<file path="src/rtl/fma16_pkg.sv">
// fma16 shared definitions: format constants, flag layout and canonical NaN.
// Imported by the result queue and its storage FIFO.
package fma16_pkg;

    localparam int FLEN = 16;
    localparam int NE   = 5;
    localparam int NF   = 10;

    localparam int FLAG_NV = 4;
    localparam int FLAG_DZ = 3;
    localparam int FLAG_OF = 2;
    localparam int FLAG_UF = 1;
    localparam int FLAG_NX = 0;

    localparam int NFLAGS = 5;

    typedef struct packed {
        logic nv;
        logic dz;
        logic of;
        logic uf;
        logic nx;
    } fma_flags_t;

    localparam logic [FLEN-1:0] CANON_NAN = 16'h7E00;

endpackage

</file>
<file path="src/rtl/fma16_sync_fifo.sv">
// Generic synchronous FIFO with valid/ready ends and an occupancy count.
// Full/empty come from the count so pointers can wrap freely.
module fma16_sync_fifo #(
    parameter int WIDTH = 21,
    parameter int DEPTH = 4,
    parameter int CW    = $clog2(DEPTH) + 1
) (
    input  logic             clk,
    input  logic             reset,
    input  logic             push_valid,
    output logic             push_ready,
    input  logic [WIDTH-1:0] push_data,
    output logic             pop_valid,
    input  logic             pop_ready,
    output logic [WIDTH-1:0] pop_data,
    output logic [CW-1:0]    count
);

    localparam int AW = $clog2(DEPTH);

    logic [WIDTH-1:0] mem [DEPTH];
    logic [AW-1:0]    wptr;
    logic [AW-1:0]    rptr;
    logic             push;
    logic             pop;

    // Ready depends only on stored occupancy, never on the consumer side.
    assign push_ready = (count != CW'(DEPTH));
    assign pop_valid  = (count != '0);
    assign push       = push_valid & push_ready;
    assign pop        = pop_valid & pop_ready;
    assign pop_data   = mem[rptr];

    // Storage write; contents are intentionally left unreset.
    always_ff @(posedge clk) begin
        if (!reset && push) begin
            mem[wptr] <= push_data;
        end
    end

    // Pointer and occupancy bookkeeping.
    always_ff @(posedge clk) begin
        if (reset) begin
            wptr  <= '0;
            rptr  <= '0;
            count <= '0;
        end else begin
            if (push) begin
                wptr <= wptr + AW'(1);
            end
            if (pop) begin
                rptr <= rptr + AW'(1);
            end
            unique case ({push, pop})
                2'b10:   count <= count + CW'(1);
                2'b01:   count <= count - CW'(1);
                default: count <= count;
            endcase
        end
    end

`ifndef SYNTHESIS
    a_count_max: assert property (@(posedge clk) disable iff (reset)
        count <= CW'(DEPTH));
`endif

endmodule

</file>
<file path="src/rtl/fma16_result_queue.sv">
// fma16 output stage: queues results with their exception flags and
// keeps the sticky accrued fflags register with a software clear.
module fma16_result_queue
    import fma16_pkg::*;
#(
    parameter int FLEN  = fma16_pkg::FLEN,
    parameter int DEPTH = 4,
    parameter int CW    = $clog2(DEPTH) + 1
) (
    input  logic            clk,
    input  logic            reset,
    input  logic            in_valid,
    output logic            in_ready,
    input  logic [FLEN-1:0] in_result,
    input  logic            in_invalid,
    input  logic            in_overflow,
    input  logic            in_underflow,
    input  logic            in_inexact,
    output logic            out_valid,
    input  logic            out_ready,
    output logic [FLEN-1:0] out_result,
    output logic [4:0]      out_flags,
    output logic [4:0]      fflags,
    input  logic            fflags_clr,
    output logic [CW-1:0]   count
);

    localparam int W = FLEN + NFLAGS;

    fma_flags_t   in_flags;
    logic [W-1:0] head;
    logic         push;

    // DZ is always zero: fused multiply-add never divides.
    assign in_flags = '{
        nv: in_invalid,
        dz: 1'b0,
        of: in_overflow,
        uf: in_underflow,
        nx: in_inexact
    };

    assign push = in_valid & in_ready;

    fma16_sync_fifo #(
        .WIDTH (W),
        .DEPTH (DEPTH),
        .CW    (CW)
    ) u_fifo (
        .clk        (clk),
        .reset      (reset),
        .push_valid (in_valid),
        .push_ready (in_ready),
        .push_data  ({in_result, in_flags}),
        .pop_valid  (out_valid),
        .pop_ready  (out_ready),
        .pop_data   (head),
        .count      (count)
    );

    assign out_result = head[W-1:NFLAGS];
    assign out_flags  = head[NFLAGS-1:0];

    // Sticky flags accrue on acceptance; new flags survive a same-cycle clear.
    always_ff @(posedge clk) begin
        if (reset) begin
            fflags <= '0;
        end else begin
            fflags <= (fflags & ~{5{fflags_clr}})
                    | (push ? in_flags : 5'b0);
        end
    end

`ifndef SYNTHESIS
    a_in_stable: assert property (@(posedge clk) disable iff (reset)
        (in_valid && !in_ready) |=>
            ($stable(in_result) && $stable(in_invalid) &&
             $stable(in_overflow) && $stable(in_underflow) &&
             $stable(in_inexact)));
`endif

endmodule

</file>
<file path="config.mk">
export PLATFORM = sky130hd
export DESIGN_NAME = fma16_result_queue
export DESIGN_NICKNAME = d
export VERILOG_FILES = /design/src/rtl/fma16_pkg.sv /design/src/rtl/fma16_sync_fifo.sv /design/src/rtl/fma16_result_queue.sv
export SDC_FILE = /design/constraint.sdc
export NUM_CORES = 1
export LEC_CHECK = 0
export ABC_AREA = 1
export CORE_MARGIN = 8
export CORE_UTILIZATION = 53
export DETAILED_ROUTE_END_ITERATION = 7
export MAX_ROUTING_LAYER = met4
export PLACE_DENSITY = 0.79
export SLEW_MARGIN = 20
export SYNTH_ARGS = -nofsm -noshare
export SYNTH_HDL_FRONTEND = slang
export SYNTH_SLANG_ARGS = --single-unit
export TNS_END_PERCENT = 100
</file>
<file path="constraint.sdc">
create_clock -name clk -period 3 [get_ports clk]
set_clock_uncertainty 0.15 [all_clocks]
set_input_delay 0.45 -clock clk [delete_from_list [all_inputs] [get_ports clk]]
set_output_delay 0.45 -clock clk [all_outputs]
set_load 0.02 [all_outputs]
</file>
==> summary.txt <==
Floorplanning
  • Die W: 98.7 µm
  • Die ar.: 9730 µm²
  • DIE HEIGHT: 98.7 µm
  • Initial Util: 0.539
  • Row cnt: 30
  • I/O pins: 56
  • CORE AREA: 6720 µm²

Global routing
  • GR Overflow Total: 0
  • Overall routing resource usage: 0.153
  • Global-route wire length before repair: 11,400 µm
  • Vias in the first global route: 2,341
  • Initial antenna violation count: 0
  • Largest net degree at the start of global routing: 41

Critical path
  • CP max stage cell: clkdlybuf4s50_1
  • CP startpoint kind: register
  • Crit path buffers/inverters: 3
  • WP data required: 2.40 ns
  • CP peak stage delay: 0.63 ns
  • Crit-path cells: inv_2, buf_4, o21ai_0, o22ai_1, clkdlybuf4s50_1
  • CP top delay family: buffers and inverters
  • Crit-path max FO: 25
  • CP endpoint kind: primary output
  • Worst path arrival time: 2.14 ns
  • Crit path kind: reg2out

Place
  • Placed cell areas: 4270 µm²
  • Placement-stage worst setup slack: 0.577 ns
  • Port bufs: 54
  • HPWL Detailed: 4470 µm
  • Routability congestion estimate: 0.745

Synth
  • Syn_nets: 317
  • Post-synthesis cell type count: 22
  • Sequential area share after synthesis: 0.741
  • #FFs+latches synth: 94
  • Syn Area/Cell: 12.7 µm²
  • Synthesized area: 3620 µm²
  • Post-Synthesis Cells: 286
  • Synth Warn #: 0

Routing
  • Routed length per placed instance: 16.0 µm
  • Detailed Route WL: 6900 µm
  • Drt pass-1 iters: 4
  • DRC viols: 0
  • Vias: 2,291
  • Post-route ant nets: 0
  • Vias per cell: 5.32
  • DR iter-0 viols: 99

Final layout
  • # fillers: 499
  • ANT cells: 0
  • Synthesis-to-finish area growth: 22.7%
  • Area occupied by multi-input gates: 816 µm²
  • Commonest non-fill, non-tap cells in the layout: edfxtp_1 (80), clkdlybuf4s50_1 (54), nor2_1 (46)
  • Most common cell after layout, fill and taps aside: edfxtp_1
  • Layout cells sized above 1: 0.0997
  • Fin area: 4440 µm²
  • Register area: 2680 µm²
  • Final Net Count: 377
  • Fin util: 0.661

Timing
  • Worst hold slack: 0.298 ns
  • Max frequency: 0.365 GHz
  • Least-Margin Pin Slew: 0.547 ns
  • Unrepaired setup endpoints after global routing: false
  • Fin. max-slew vios: 0
  • Final-report setup violation count: 0
  • Setup ws final: 0.264 ns
  • Final Cycle Share: 0.912
  • Slew headroom: 0.635
  • Setup tns final: 0 ns
  • Final hold vios: 0
  • Post-layout min period: 2.74 ns

Clocking
  • CTS clk-pin slew, worst paths: 0.09 ns
  • Post-CTS sizing: 0
  • Cts hold-fix bufs: 0
  • Clock Tree Root: clkbuf_8
  • H-Tree Level Count: 3
  • Num Clock Sinks: 94
  • Clock latency on the worst-skew pair: 0.34 ns
  • CTS buffer count: 9
  • CTS tree: built
  • Postcts setup bufs: 0
  • Bufs on Longest Clock Path: 2

Job
  • Max cap viols: 0

Status
  • Status: completed

Power
  • Maximum vdd ir drop: 0.510 mV
  • P_leak: 1.56 nW
  • Power density cells: 759 nW/µm²

Hold path
  • Hold crit path type: reg2reg
-- cell type report --
class	count	area share
flip-flops and latches	94	0.604
multi-input cells	160	0.184
repair buffers	62	0.135
clock buffers	10	0.0287
well taps	80	0.0225
inverters	19	0.0161
clock inverters	6	0.0101
-- per-stage QoR --
step / power, mW / std cells
2_1_floorplan: 2.20 / 286
3_3_place_gp: 2.65 / 415
3_5_place_dp: 2.67 / 415
4_1_cts: 3.40 / 431
5_1_grt: 3.55 / 431
6_report: 3.37 / 431
-- path summary, 6_finish.rpt --
path / slack (ns) / cells past startpoint / endpoint / from
max reg2reg: 1.00 / 13 / u_fifo.count[2] / u_fifo.count[2]
min reg2reg: 0.30 / 2 / fflags[3] / fflags[3]
min: 0.30 / 2 / fflags[3] / fflags[3]
max: 0.26 / 5 / out_result[7] / register
-- power breakdown --
part           total [mW]  internal (mW)  switching, mW
registers            1.55           1.51         0.0484
clock network       0.740          0.306          0.434
logic                1.08          0.442          0.633
total                3.37           2.25           1.12
-- cells in the mapped netlist --
| cell type | number | share of area |
|---|---|---|
| edfxtp_1 | 80 | 0.66 |
| nor2_1 | 50 | 0.052 |
| o21ai_0 | 40 | 0.055 |
| nand2_1 | 25 | 0.026 |
| o22ai_1 | 20 | 0.035 |
| inv_1 | 17 | 0.018 |
| dfxtp_1 | 14 | 0.077 |
| a21oi_1 | 5 | 0.0069 |
| clkbuf_1 | 5 | 0.0052 |
| ha_1 | 5 | 0.017 |
| nand3_1 | 5 | 0.0069 |
| buf_2 | 4 | 0.0055 |
| clkbuf_2 | 3 | 0.0041 |
| inv_2 | 2 | 0.0021 |
| nand2_4 | 2 | 0.0062 |
| nor2_2 | 2 | 0.0035 |
| o21ai_1 | 2 | 0.0028 |
| buf_4 | 1 | 0.0021 |
| conb_1 | 1 | 0.0010 |
| fa_1 | 1 | 0.0055 |
| nand2_2 | 1 | 0.0017 |
| nor2_4 | 1 | 0.0031 |
-- flip-flops by register name, summed over array words and instances, names as in the netlist, named ones only --
| signal | flops |
|---|---|
| fflags | 5 |
| u_fifo.count | 3 |
| u_fifo.mem | 80 |
| u_fifo.rptr | 2 |
| u_fifo.wptr | 2 |
-- cell families after synthesis --
group	Yosys count	share of synthesized area
buffers and inverters	32	0.0366
other	1	0.00104
DFF	94	0.741
and+or+nand+nor	86	0.0992
AOI/OAI and AO/OA	67	0.0995
adders and majority gates	6	0.0228
-- per-layer routing --
metal	vias up	global-route usage	routed length (µm)
met3	9	0.0409	395
li1	1129	-	-
met5	-	-	0
met4	0	0.0626	98
met2	66	0.241	3400
met1	1087	0.182	3010
-- worst register-to-register path, cell delays in order (launching register included) --
cell,delay [ns]
dfxtp_1,0.40
inv_1,0.10
nand2_2,0.11
nand2_1,0.08
inv_1,0.09
ha_1,0.19
inv_1,0.07
fa_1,0.39
inv_1,0.06
nand2_1,0.04
nand3_1,0.08
nand2_1,0.05
nand2_1,0.05
nor2_1,0.04
Note: power is estimated with default switching activity, not from simulation.
